### config.mk
export PLATFORM = sky130hd
export DESIGN_NAME = adder_share_arbiter_flat
export DESIGN_NICKNAME = d
export VERILOG_FILES = /design/src/rtl/adder_share_arbiter_pkg.sv /design/src/rtl/adder_share_arbiter_if.sv /design/src/rtl/adder_share_arbiter_fa16.sv /design/src/rtl/adder_share_arbiter_rr.sv /design/src/rtl/adder_share_arbiter.sv /design/src/flat_wrapper.sv
export SDC_FILE = /design/constraint.sdc
export NUM_CORES = 1
export LEC_CHECK = 0
export BUFFER_PORTS_ARGS = -buffer_cell sky130_fd_sc_hd__buf_2
export CORE_AREA = 2 2 93 95
export CTS_CLUSTER_SIZE = 24
export DETAILED_ROUTE_END_ITERATION = 16
export DIE_AREA = 0 0 95 97
export PLACE_DENSITY = 0.81
export SYNTH_ARGS = -nofsm -noshare
export SYNTH_HDL_FRONTEND = slang
export SYNTH_HIERARCHICAL = 1
export SYNTH_SLANG_ARGS = --single-unit
### constraint.sdc
create_clock -name clk -period 8.65 [get_ports clk]
set_input_delay 2.1625 -clock clk [delete_from_list [all_inputs] [get_ports clk]]
set_output_delay 2.1625 -clock clk [all_outputs]
set_load 0.05 [all_outputs]
### src/rtl/adder_share_arbiter_pkg.sv
// Shared types and constants for the shared-adder arbiter block.
package adder_share_arbiter_pkg;

   // Number of requesters and operand width; both fixed in this revision.
   localparam int NUM_REQ = 4;
   localparam int WIDTH   = 16;

   // Controller states: waiting for a request, adding, holding the result.
   typedef enum logic [1:0] {
      IDLE = 2'd0,
      CALC = 2'd1,
      RESP = 2'd2
   } state_e;

   // Requester index.
   typedef logic [1:0] req_id_t;

   // Converts a one-hot grant vector to the index of its set bit.
   function automatic req_id_t onehot_to_id(input logic [NUM_REQ-1:0] oh);
      req_id_t id;
      id = '0;
      for (int i = 0; i < NUM_REQ; i++) begin
         if (oh[i]) id = req_id_t'(i);
      end
      return id;
   endfunction

endpackage

### src/rtl/adder_share_arbiter_if.sv
// Request/response bundle between the requesters, the consumer and the arbiter.
//
// Handshake rule, used on both sides: a transfer happens in a cycle only when
// valid and ready are both high at the rising clock edge. Request side: the
// arbiter raises reqReady[i] (one-hot) for the chosen requester i while
// reqValid[i] is high. Response side: respValid stays high and respSum,
// respCarryOut and respId stay unchanged until respReady is seen high.
interface adder_share_arbiter_if;
   import adder_share_arbiter_pkg::*;

   logic [NUM_REQ-1:0]       reqValid;
   logic [NUM_REQ-1:0]       reqReady;
   logic [NUM_REQ*WIDTH-1:0] reqA;
   logic [NUM_REQ*WIDTH-1:0] reqB;
   logic [NUM_REQ-1:0]       reqCarryIn;
   logic                     respValid;
   logic                     respReady;
   logic [WIDTH-1:0]         respSum;
   logic                     respCarryOut;
   req_id_t                  respId;
   logic                     busy;

   // Requester/consumer side.
   modport master (
      output reqValid, reqA, reqB, reqCarryIn, respReady,
      input  reqReady, respValid, respSum, respCarryOut, respId, busy
   );

   // Arbiter side.
   modport slave (
      input  reqValid, reqA, reqB, reqCarryIn, respReady,
      output reqReady, respValid, respSum, respCarryOut, respId, busy
   );

endinterface

### src/rtl/adder_share_arbiter_fa16.sv
// 16-bit ripple-carry adder built from single-bit full adders.
module FullAdderX16
   import adder_share_arbiter_pkg::*;
(
   input  logic [WIDTH-1:0] a_i,
   input  logic [WIDTH-1:0] b_i,
   input  logic             cin_i,
   output logic [WIDTH-1:0] sum_o,
   output logic             cout_o
);

   logic [WIDTH:0] carry;

   assign carry[0] = cin_i;

   for (genvar i = 0; i < WIDTH; i++) begin : g_bit
      assign sum_o[i]     = a_i[i] ^ b_i[i] ^ carry[i];
      assign carry[i + 1] = (a_i[i] & b_i[i]) | (carry[i] & (a_i[i] ^ b_i[i]));
   end

   assign cout_o = carry[WIDTH];

endmodule

### src/rtl/adder_share_arbiter_rr.sv
// Four-way round-robin grant: first valid requester at or after ptr, wrapping.
module rr_arbiter4
   import adder_share_arbiter_pkg::*;
(
   input  logic [NUM_REQ-1:0] req_valid_i,
   input  req_id_t            ptr_i,
   output logic [NUM_REQ-1:0] grant_o
);

   req_id_t idx;
   logic    found;

   // Scan ptr, ptr+1, ... (2-bit wrap) and grant the first valid requester.
   always_comb begin
      grant_o = '0;
      found   = 1'b0;
      idx     = '0;
      for (int k = 0; k < NUM_REQ; k++) begin
         idx = ptr_i + req_id_t'(k);
         if (!found && req_valid_i[idx]) begin
            grant_o[idx] = 1'b1;
            found        = 1'b1;
         end
      end
   end

endmodule

### src/rtl/adder_share_arbiter.sv
// Four requesters share one 16-bit adder; one add in flight at a time.
// IDLE grants round-robin and captures operands, CALC runs the adder for one
// cycle into the result registers, RESP holds the result until accepted.
module adder_share_arbiter
   import adder_share_arbiter_pkg::*;
(
   input  logic                  clk,
   input  logic                  rstN,
   adder_share_arbiter_if.slave  bus,
   output state_e                dbg_state_o
);

   state_e           state_q, state_d;
   req_id_t          ptr_q, ptr_d;
   logic [WIDTH-1:0] a_q, a_d;
   logic [WIDTH-1:0] b_q, b_d;
   logic             cin_q, cin_d;
   req_id_t          id_q, id_d;
   logic [WIDTH-1:0] sum_q, sum_d;
   logic             cout_q, cout_d;

   logic [NUM_REQ-1:0] grant;
   req_id_t            grant_id;
   logic [WIDTH-1:0]   op_a [NUM_REQ];
   logic [WIDTH-1:0]   op_b [NUM_REQ];
   logic [WIDTH-1:0]   add_sum;
   logic               add_cout;

   // Split the packed operand buses into per-requester words.
   for (genvar i = 0; i < NUM_REQ; i++) begin : g_unpack
      assign op_a[i] = bus.reqA[i*WIDTH +: WIDTH];
      assign op_b[i] = bus.reqB[i*WIDTH +: WIDTH];
   end

   rr_arbiter4 u_arb (
      .req_valid_i (bus.reqValid),
      .ptr_i       (ptr_q),
      .grant_o     (grant)
   );

   assign grant_id = onehot_to_id(grant);

   // The only adder in the datapath; it always sees the captured operands.
   FullAdderX16 u_add (
      .a_i    (a_q),
      .b_i    (b_q),
      .cin_i  (cin_q),
      .sum_o  (add_sum),
      .cout_o (add_cout)
   );

   // State, pointer, captured request and result registers.
   always_ff @(posedge clk or negedge rstN) begin
      if (!rstN) begin
         state_q <= IDLE;
         ptr_q   <= '0;
         a_q     <= '0;
         b_q     <= '0;
         cin_q   <= 1'b0;
         id_q    <= '0;
         sum_q   <= '0;
         cout_q  <= 1'b0;
      end else begin
         state_q <= state_d;
         ptr_q   <= ptr_d;
         a_q     <= a_d;
         b_q     <= b_d;
         cin_q   <= cin_d;
         id_q    <= id_d;
         sum_q   <= sum_d;
         cout_q  <= cout_d;
      end
   end

   // Next state, captures and handshake outputs.
   always_comb begin
      state_d       = state_q;
      ptr_d         = ptr_q;
      a_d           = a_q;
      b_d           = b_q;
      cin_d         = cin_q;
      id_d          = id_q;
      sum_d         = sum_q;
      cout_d        = cout_q;
      bus.reqReady  = '0;
      bus.respValid = 1'b0;
      unique case (state_q)
         IDLE: begin
            // Grant is combinational; masked while reset is held.
            bus.reqReady = rstN ? grant : '0;
            if (|grant) begin
               a_d     = op_a[grant_id];
               b_d     = op_b[grant_id];
               cin_d   = bus.reqCarryIn[grant_id];
               id_d    = grant_id;
               ptr_d   = grant_id + 2'd1;
               state_d = CALC;
            end
         end
         CALC: begin
            sum_d   = add_sum;
            cout_d  = add_cout;
            state_d = RESP;
         end
         RESP: begin
            bus.respValid = 1'b1;
            if (bus.respReady) state_d = IDLE;
         end
         default: state_d = IDLE;
      endcase
   end

   assign bus.respSum      = sum_q;
   assign bus.respCarryOut = cout_q;
   assign bus.respId       = id_q;
   assign bus.busy         = (state_q != IDLE);
   assign dbg_state_o      = state_q;

endmodule

### src/flat_wrapper.sv
// flat-port wrapper written by rule: the top's interface ports become plain ports
module adder_share_arbiter_flat import adder_share_arbiter_pkg::*;
  (clk, rstN, dbg_state_o, bus_reqValid, bus_reqA, bus_reqB, bus_reqCarryIn, bus_respReady, bus_reqReady, bus_respValid, bus_respSum, bus_respCarryOut, bus_respId, bus_busy);
  adder_share_arbiter_if bus_i ();
  input  logic clk;
  input  logic rstN;
  output state_e dbg_state_o;
  input wire logic [$bits(bus_i.reqValid)-1:0] bus_reqValid;
  input wire logic [$bits(bus_i.reqA)-1:0] bus_reqA;
  input wire logic [$bits(bus_i.reqB)-1:0] bus_reqB;
  input wire logic [$bits(bus_i.reqCarryIn)-1:0] bus_reqCarryIn;
  input wire logic [$bits(bus_i.respReady)-1:0] bus_respReady;
  output wire logic [$bits(bus_i.reqReady)-1:0] bus_reqReady;
  output wire logic [$bits(bus_i.respValid)-1:0] bus_respValid;
  output wire logic [$bits(bus_i.respSum)-1:0] bus_respSum;
  output wire logic [$bits(bus_i.respCarryOut)-1:0] bus_respCarryOut;
  output wire logic [$bits(bus_i.respId)-1:0] bus_respId;
  output wire logic [$bits(bus_i.busy)-1:0] bus_busy;
  assign bus_i.reqValid = bus_reqValid;
  assign bus_i.reqA = bus_reqA;
  assign bus_i.reqB = bus_reqB;
  assign bus_i.reqCarryIn = bus_reqCarryIn;
  assign bus_i.respReady = bus_respReady;
  assign bus_reqReady = bus_i.reqReady;
  assign bus_respValid = bus_i.respValid;
  assign bus_respSum = bus_i.respSum;
  assign bus_respCarryOut = bus_i.respCarryOut;
  assign bus_respId = bus_i.respId;
  assign bus_busy = bus_i.busy;
  adder_share_arbiter u_core (.clk(clk), .rstN(rstN), .bus(bus_i), .dbg_state_o(dbg_state_o));
endmodule
==> results of run 1 <==
==> cell usage after synthesis, drive strengths merged <==
cell type / instances
nand2: 65
dfrtp: 56
mux2: 51
mux2i: 33
o221ai: 30
inv: 20
buf: 19
fa: 16
a21oi: 7
clkbuf: 7
ha: 6
a21o: 4
and3: 4
mux4: 4
nor2: 4
o211ai: 4
o22ai: 4
nand2b: 3
nor2b: 3
o21ai: 2
a2111oi: 1
nor4: 1
nor4b: 1
o21ba: 1
o22a: 1
or2: 1
==> metal layers <==
metal / vias to the layer above / GRT usage, % / routed length (um)
li1: 1542 / - / -
met1: 1554 / 27.2 / 4070
met2: 125 / 37.9 / 4990
met3: 8 / 3.89 / 622
met4: 0 / 5.69 / 99
met5: - / 0 / 0
==> flip-flops by register name (all words and copies together), names as in the netlist <==
register / flops
u_core/a_q: 16
u_core/b_q: 16
u_core/bus.respSum: 16
u_core/bus.respId: 2
u_core/dbg_state_o: 2
u_core/ptr_q: 2
u_core/bus.respCarryOut: 1
u_core/cin_q: 1
==> critical path, stage by stage, from the launching register on <==
cell and delay, ns:
dfrtp_1 0.42, fa_1 0.41, inv_1 0.07, fa_1 0.15, inv_1 0.05, fa_1 0.39
fa_1 0.39, fa_1 0.40, fa_1 0.41, fa_1 0.40, fa_1 0.39, fa_1 0.39
fa_1 0.39, fa_1 0.39, fa_1 0.39, fa_1 0.41, fa_1 0.41, fa_1 0.38
inv_1 0.08, fa_1 0.40, inv_1 0.06, mux2_2 0.13
==> cells in the final DEF (no fill, tap or decap), types with 3 or more instances in the layout <==
| master | count |
|---|---|
| a21o_2 | 4 |
| a21oi_1 | 7 |
| and3_1 | 4 |
| buf_2 | 165 |
| buf_4 | 5 |
| clkbuf_8 | 5 |
| dfrtp_1 | 56 |
| fa_1 | 16 |
| ha_1 | 6 |
| inv_1 | 20 |
| mux2_2 | 23 |
| mux2_4 | 28 |
| mux2i_1 | 33 |
| nand2_1 | 65 |
| nand2b_1 | 3 |
| nor2b_1 | 3 |
| o211ai_1 | 4 |
| o221ai_1 | 30 |
| o22ai_1 | 4 |
==> power by group through the flow <==
| stage | sequential, W | combinational, W | clock (W) |
|---|---|---|---|
| global route | 0.000544 | 0.00206 | 0.000147 |
| floorplan | 0.000681 | 0.00141 | 0 |
| finish | 0.000521 | 0.00188 | 0.000133 |
| detailed placement | 0.000529 | 0.00189 | 0 |
| global placement | 0.000521 | 0.00183 | 0 |
| CTS | 0.000525 | 0.00190 | 0.000139 |
==> worst min-delay path by stage <==
stage | depth (start not counted) | endpoint | slack, ns
after floorplan | 1 | u_core/a_q[15] | 0.48
after global placement | 1 | u_core/bus.respSum[11] | 0.49
after detailed placement | 1 | u_core/bus.respSum[7] | 0.49
after CTS | 1 | u_core/bus.respSum[7] | 0.51
after global routing | 1 | u_core/bus.respSum[0] | 0.53
final | 1 | u_core/bus.respSum[7] | 0.51
==> logic make-up (layout without fill, tap and decap cells) <==
group	after synthesis	after routing	share of synthesized area [%]
mux	88	88	27.9
simple gates	82	82	9.66
flops	56	56	35.4
compound gates	54	54	10.7
buf+inv	46	197	6.34
fa+ha+maj	22	22	9.97
==> final cells by class <==
cell class,count,area (um2)
inverters,20,75.1
multi-input cells,246,2310
well taps,105,131
repair buffers,170,863
fillers,673,3270
flip-flops and latches,56,1400
clock buffers,6,72.6
clock inverters,1,5.00
==> metrics by stage <==
| step | hold slack (ns) | util (%) | power, W | setup slack (ns) |
|---|---|---|---|---|
| after global routing | 0.529 | 59.7 | 0.00275 | 1.41 |
| after floorplan | 0.482 | - | 0.00209 | 2.01 |
| after global placement | 0.486 | 58.8 | 0.00235 | 1.81 |
| final | 0.509 | 59.7 | 0.00254 | 1.68 |
| after detailed placement | 0.490 | 58.8 | 0.00242 | 1.70 |
| after CTS | 0.511 | 59.7 | 0.00257 | 1.65 |
==> flow_summary.yaml, run 1 <==
clock_tree:
  htreeDepth: 2
  cts_tree: "done"
  cts.repair.resized: 0
  numCtsBuffers: 5
  clkLatencyLatePin_ns: 0.30
  clock-sinks: 56
  post_cts_buffers: 0
  cts-root-buf: "clkbuf_8"
  ctsLongestPathBuffers: 2
  clkTransAtPathRegs_ns: 0.09
  ctsHoldBuffers: 0
synthesis:
  ys_types: 33
  netlist_top_cells_area: "dfrtp_1 35%, mux2_4 11%, mux2i_1 8.3%"
  yosysWarnings: 6
  yosysSeqAreaShare_pct: 35.4
  synth_top_cell_area_share_pct: 35.4
  synth_cells: 348
  avgSynthCellArea_um2: 11.4
  syn-num-nets: 509
  yosys.area.top_type: "dfrtp_1"
  ys_ff_latch: 56
  synth_area_um2: 3960
final_layout:
  instances_no_fill: 604
  antenna_cells: 0
  final_net_count: 660
  finish.instance_area_um2: 4860
  area_delta_synth_final_pct: 22.6
  drive_gt1_share_pct: 47.7
critical_path:
  start_kind: "flip-flop"
  end_kind: "flip-flop"
  rr_endpoint: "u_core/bus.respSum[15]"
  cp_data_required_time_ns: 8.89
  r2r-start: "u_core/a_q[0]"
  rr_worst_depth: 21
  worstSetupEndpoint: "u_core/bus.respSum[15]"
  startpoint: "u_core/a_q[0]"
  path_class: "flip-flop to flip-flop"
  reg2reg_slack_ns: 1.68
  crit_fanout: 2
  cp.arrival_ns: 7.22
route:
  ant_nets: 0
  drt-pass1-iter-count: 4
  drc_errors: 0
  routed_wl_um: 9790
  wl_per_cell_um: 16.2
  vias: 3229
  drtIter0Drc: 134
  vias_per_cell: 5.35
floorplanning:
  start_util_pct: 48.7
  core_area_um2: 8130
  fp-row-count: 33
  ios: 166
  die_area_um2: 9220
  chipWidth_um: 95
  die_h_um: 97
place:
  place_congestion: 0.936
  numPortBuffers: 165
  placed_cells: 597
  place_area_um2: 4780
  hpwlAfterDp_um: 7410
pwr:
  max-vdd-ir-drop_v: 0.000237
  clockPowerShare_pct: 5.2
  swShare_pct: 48.4
  p_int_w: 0.00131
  p_per_area_nw_per_um2: 522
  p_seq_share_pct: 20.5
  pwr-share-comb_pct: 74.2
  power.leakage_nw: 2.43
  p_switching_w: 0.00123
min_path:
  holdCritStartpoint: "u_core/bus.respSum[7]"
  min_path_type: "flip-flop to flip-flop"
sta:
  fin_crit_sh_pct: 80.6
  setup_violations: 0
  fmax_mhz: 143
  finClkSkew_ns: 0.00708
  tns_ns: 0
  period_needed_ns: 6.97
  hold_viol: 0
  worst_pin_slew_ns: 1.20
  slew_violations: 0
  relSlewSlack_pct: 20.0
  grt_setup_unrepaired: "false"
run:
  cap_violations: 0
global_routing:
  grt_overflow_total: 0
  grt_usage_pct: 21.6
  antenna_found_initial: 0
  grt_pass1_vias: 3298
  grt_max_degree: 72
  grt_first_pass_wirelength_um: 15600
run_status:
  status: "completed"
Power figures use the tool's default switching activity.
==> run 2: changes to the inputs <==
--- a/config.mk
+++ b/config.mk
@@ -5,11 +5,12 @@
 export SDC_FILE = /design/constraint.sdc
 export NUM_CORES = 1
 export LEC_CHECK = 0
+export ABC_AREA = 1
 export BUFFER_PORTS_ARGS = -buffer_cell sky130_fd_sc_hd__buf_2
-export CORE_AREA = 2 2 93 95
+export CORE_AREA = 2 2 97 99
 export CTS_CLUSTER_SIZE = 24
 export DETAILED_ROUTE_END_ITERATION = 16
-export DIE_AREA = 0 0 95 97
+export DIE_AREA = 0 0 99 101
 export PLACE_DENSITY = 0.81
 export SYNTH_ARGS = -nofsm -noshare
 export SYNTH_HDL_FRONTEND = slang
==> constraint.sdc (replaced) <==
create_clock -name clk -period 6.6 [get_ports clk]
set_input_delay 1.65 -clock clk [delete_from_list [all_inputs] [get_ports clk]]
set_output_delay 1.65 -clock clk [all_outputs]
set_load 0.05 [all_outputs]
==> flow_summary.yaml, run 2 <==
final_layout:
  antenna_cells: 0
  final_util_pct: 60.3
  final_cell_mix: "260 x nand2_1, 165 x buf_2, 138 x nor2_1, 93 x inv_1, 58 x nand3_1"
  final_common_cell: "nand2_1"
  drive_gt1_share_pct: 26.3
  area_delta_synth_final_pct: 21.6
  finish.instance_area_um2: 5410
  final_net_count: 1004
clock_tree:
  post_cts_buffers: 0
  clock-sinks: 56
  htreeDepth: 2
  numCtsBuffers: 5
  clkTransAtPathRegs_ns: 0.09
  ctsHoldBuffers: 0
  cts.repair.resized: 6
  clkLatencyLatePin_ns: 0.31
  cts-root-buf: "clkbuf_8"
  ctsLongestPathBuffers: 2
  cts_tree: "done"
sta:
  fin_crit_sh_pct: 97.1
  worst_pin_slew_ns: 0.739
  fmax_mhz: 156
  finClkSkew_ns: 0.00921
  hold_viol: 0
  setup_violations: 0
  grt_setup_unrepaired: "false"
  slew_violations: 0
  relSlewSlack_pct: 50.5
  period_needed_ns: 6.41
synthesis:
  ys_ff_latch: 56
  synthArstFlopShare_pct: 100
  avgSynthCellArea_um2: 6.37
  synth_top_cell_area_share_pct: 31.5
  yosys.area.top_type: "dfrtp_1"
  yosysSeqAreaShare_pct: 31.5
  syn-num-nets: 859
  netlist_top_cells_area: "dfrtp_1 31%, nand2_1 22%, nor2_1 12%"
  synth_edf_count: 0
  synth_common_cells: "260 x nand2_1, 138 x nor2_1, 93 x inv_1"
  yosysWarnings: 6
  synth_flop_cell: "dfrtp_1"
  synth_area_um2: 4450
  post-synth-top-count-cell: "nand2_1"
  ys_types: 18
  synth_cells: 698
critical_path:
  start_kind: "flip-flop"
  cp_data_required_time_ns: 6.85
  path_class: "flip-flop to flip-flop"
  r2r-start: "u_core/a_q[0]"
  crit_fanout: 2
  cp.arrival_ns: 6.66
  startpoint: "u_core/a_q[0]"
  end_kind: "flip-flop"
run_status:
  status: "completed"
route:
  vias_per_cell: 4.68
  ant_nets: 0
  drc_errors: 0
  vias: 4470
  wl_per_cell_um: 12.2
  drt-pass1-iter-count: 5
  drtIter0Drc: 296
  routed_wl_um: 11600
floorplanning:
  die_h_um: 101
  ios: 166
  die_area_um2: 10000
  chipWidth_um: 99
  fp-row-count: 35
  core_area_um2: 8980
  start_util_pct: 49.6
min_path:
  min_path_type: "flip-flop to flip-flop"
  holdCritStartpoint: "u_core/bus.respId[1]"
place:
  place_area_um2: 5280
  hpwlAfterDp_um: 8810
  place_congestion: 0.850
  numPortBuffers: 165
global_routing:
  grt_max_degree: 69
  grt_first_pass_wirelength_um: 19100
  grt_pass1_vias: 4189
  antenna_found_initial: 0
  grt_overflow_total: 0
  grt_usage_pct: 23.6
run:
  cap_violations: 0
[run 2: cell count changes in the layout (fill, tap and decap cells not counted), moves of 28 or more]
cell      previous run  this run
mux2_4              28         0
o221ai_1            30         0
nand2_1             65       260
nand3_1              0        58
mux2i_1             33         0
inv_1               20        93
nor2_1               2       138
[run 2: metal layers]
layer	track usage (%)	part of all wire (%)	vias up
li1	-	-	2347
met1	32.9	45	1968
met2	38.9	48	142
met3	3.61	5.5	13
met4	5.80	1.4	0
met5	0	0	-
[run 2: path summary, 6_finish.rpt]
check / end / slack (ns) / cells past startpoint
setup / recovery: u_core/bus.respSum[15] / 0.19 / 21
hold / removal: u_core/bus.respId[1] / 0.49 / 2
setup reg to reg: u_core/bus.respSum[15] / 0.19 / 21
hold reg to reg: u_core/bus.respId[1] / 0.49 / 2
max in group asynchronous: u_core/a_q[6] / 4.64 / 2
min in group asynchronous: u_core/bus.respId[0] / 1.49 / 2
[run 2: cell families (layout without fill, tap and decap cells)]
family	count (synthesis)	count (layout)	synth area share, %
AND/OR/NAND/NOR	469	469	42.7
buffers and inverters	129	275	12.1
flip-flops	56	56	31.5
adder cells (fa/ha/maj)	22	22	8.89
multiplexers	17	17	4.30
AO/OA/AOI/OAI	5	5	0.562
[run 2: area by class of cell]
class | instances | area [um2]
flip-flops and latches | 56 | 1400
fillers | 895 | 3570
multi-input cells | 513 | 2540
clock buffers | 6 | 72.6
repair buffers | 169 | 856
well taps | 111 | 139
inverters | 98 | 368
clock inverters | 2 | 35.0
[run 2: through the flow]
| step | setup slack [ns] | hold slack, ns | cells | setup TNS, ns |
|---|---|---|---|---|
| floorplan | 0.000794 | 0.449 | 698 | 0 |
| global placement | -0.161 | 0.462 | 947 | -0.231 |
| detailed placement | -0.225 | 0.466 | 947 | -0.354 |
| CTS | 0.0349 | 0.489 | 955 | 0 |
| global route | 0.0157 | 0.500 | 955 | 0 |
| finish | 0.191 | 0.492 | 955 | 0 |
[run 2: worst max-delay path, cell delays in order, from the launching register on]
cell	delay, ns
dfrtp_1	0.41
fa_1	0.41
inv_1	0.07
fa_1	0.15
inv_1	0.05
fa_2	0.34
fa_2	0.35
fa_2	0.34
fa_2	0.34
fa_1	0.39
fa_2	0.36
fa_2	0.35
fa_2	0.35
fa_2	0.34
fa_2	0.36
fa_2	0.36
fa_2	0.35
fa_1	0.37
inv_1	0.07
fa_1	0.40
inv_1	0.07
mux2_2	0.13
Power of run 2 is not shown: default switching activity piles up to over one toggle a cycle in this logic, so the estimate is an artifact.
==> run 3: changes to the inputs <==
--- a/config.mk
+++ b/config.mk
@@ -7,11 +7,11 @@
 export LEC_CHECK = 0
 export ABC_AREA = 1
 export BUFFER_PORTS_ARGS = -buffer_cell sky130_fd_sc_hd__buf_2
-export CORE_AREA = 2 2 97 99
+export CORE_AREA = 2 2 103 105
 export CTS_CLUSTER_SIZE = 24
 export DETAILED_ROUTE_END_ITERATION = 16
-export DIE_AREA = 0 0 99 101
-export PLACE_DENSITY = 0.81
+export DIE_AREA = 0 0 105 107
+export PLACE_DENSITY = 0.73
 export SYNTH_ARGS = -nofsm -noshare
 export SYNTH_HDL_FRONTEND = slang
 export SYNTH_HIERARCHICAL = 1
==> flow_summary.yaml, run 3 (synthesis gave the netlist of run 2 again) <==
run_status:
  status: "completed"
final_layout:
  area_delta_synth_final_pct: 21.7
  register_area_um2: 1400
  nFillCells: 1075
  final_common_cell: "nand2_1"
  multi_input_area_um2: 2540
  final_util_pct: 53.6
  final_cell_mix: "260 x nand2_1, 165 x buf_2, 138 x nor2_1, 92 x inv_1, 58 x nand3_1"
  drive_gt1_share_pct: 26.5
  antenna_cells: 0
  final_net_count: 1004
clock_tree:
  cts-root-buf: "clkbuf_8"
  clkLatencyLatePin_ns: 0.31
  numCtsBuffers: 5
  post_cts_buffers: 0
  cts_tree: "done"
  htreeDepth: 2
  ctsLongestPathBuffers: 2
  clock-sinks: 56
  clkTransAtPathRegs_ns: 0.09
critical_path:
  crit_fanout: 2
  r2r-start: "u_core/a_q[0]"
  startpoint: "u_core/a_q[0]"
  cp.arrival_ns: 6.63
  end_kind: "flip-flop"
  rr_worst_depth: 21
  reg2reg_slack_ns: 0.21
  path_class: "flip-flop to flip-flop"
  start_kind: "flip-flop"
  cp_data_required_time_ns: 6.85
  rr_endpoint: "u_core/bus.respSum[15]"
floorplanning:
  start_util_pct: 44.1
  die_area_um2: 11200
  die_h_um: 107
  ios: 166
  core_area_um2: 10100
  chipWidth_um: 105
  fp-row-count: 37
sta:
  whs_ns: 0.485
  fin_crit_sh_pct: 96.8
  slew_violations: 0
  finClkSkew_ns: 0.0107
  setup_violations: 0
  worst_pin_slew_ns: 0.744
  fmax_mhz: 157
  period_needed_ns: 6.39
  relSlewSlack_pct: 50.2
  hold_viol: 0
route:
  vias: 4458
  drc_errors: 0
  vias_per_cell: 4.55
  routed_wl_um: 11600
  drtIter0Drc: 218
  ant_nets: 0
  drt-pass1-iter-count: 4
  wl_per_cell_um: 11.8
place:
  numPortBuffers: 165
  hpwlAfterDp_um: 8880
  place_congestion: 0.851
global_routing:
  antenna_found_initial: 1
  grt_max_degree: 69
  grt_overflow_total: 0
  grt_first_pass_wirelength_um: 19100
  grt_usage_pct: 20.9
  grt_pass1_vias: 4139
run:
  cap_violations: 0
min_path:
  whs_endpoint: "u_core/a_q[1]"
  min_path_cells: 2
  min_path_type: "flip-flop to flip-flop"
  holdCritStartpoint: "u_core/a_q[1]"
==> run 3: cell type report <==
class | instances | share of cell area [%]
clock buffer | 6 | 1.34
multi-input combinational | 513 | 46.9
timing repair buffer | 169 | 15.8
sequential | 56 | 25.9
tap | 136 | 3.14
inverter | 98 | 6.80
clock inverter | 1 | 0.0925
==> run 3: worst max-delay path by stage <==
stage          cells after the start                     end  slack [ns]
2_1_floorplan                     21  u_core/bus.respSum[15]      0.0008
3_3_place_gp                      21  u_core/bus.respSum[15]       -0.17
3_5_place_dp                      21  u_core/bus.respSum[15]       -0.20
4_1_cts                           21  u_core/bus.respSum[15]       0.003
5_1_grt                           21  u_core/bus.respSum[15]      -0.006
6_report                          21  u_core/bus.respSum[15]        0.21
==> run 3: critical path, cell delays in order, from the launching register on <==
cell	delay (ns)
dfrtp_1	0.40
fa_1	0.44
inv_2	0.07
fa_1	0.15
inv_1	0.05
fa_2	0.34
fa_2	0.37
fa_2	0.36
fa_2	0.35
fa_2	0.34
fa_2	0.34
fa_2	0.34
fa_2	0.34
fa_2	0.35
fa_2	0.35
fa_2	0.38
fa_2	0.35
fa_1	0.36
inv_1	0.07
fa_1	0.40
inv_1	0.06
mux2_2	0.13
==> run 3: repair_timing <==
action	4_1_cts	5_1_grt
pin swaps	0	2
cloned	0	0
hold buffers	0	0
resized for setup	5	7
setup endpoints to repair	2	2
==> run 3: routing by layer <==
layer | up-vias | global-route usage (%) | part of all wire, %
li1 | 2348 | - | -
met1 | 1977 | 29.2 | 47
met5 | - | 0 | 0.095
met4 | 2 | 2.95 | 0.80
met2 | 120 | 34.7 | 47
met3 | 11 | 4.07 | 5.2
==> run 3: through the flow <==
stage               instances  worst slack (ns)  setup TNS (ns)  area [um2]
finish                    979             0.210               0        5410
global route              979          -0.00554        -0.00554        5410
CTS                       979           0.00293               0        5400
detailed placement        972            -0.201          -0.324        5310
global placement          972            -0.172          -0.252        5310
floorplan                 698          0.000794               0        4450
Power of run 3 is left out for the same reason.
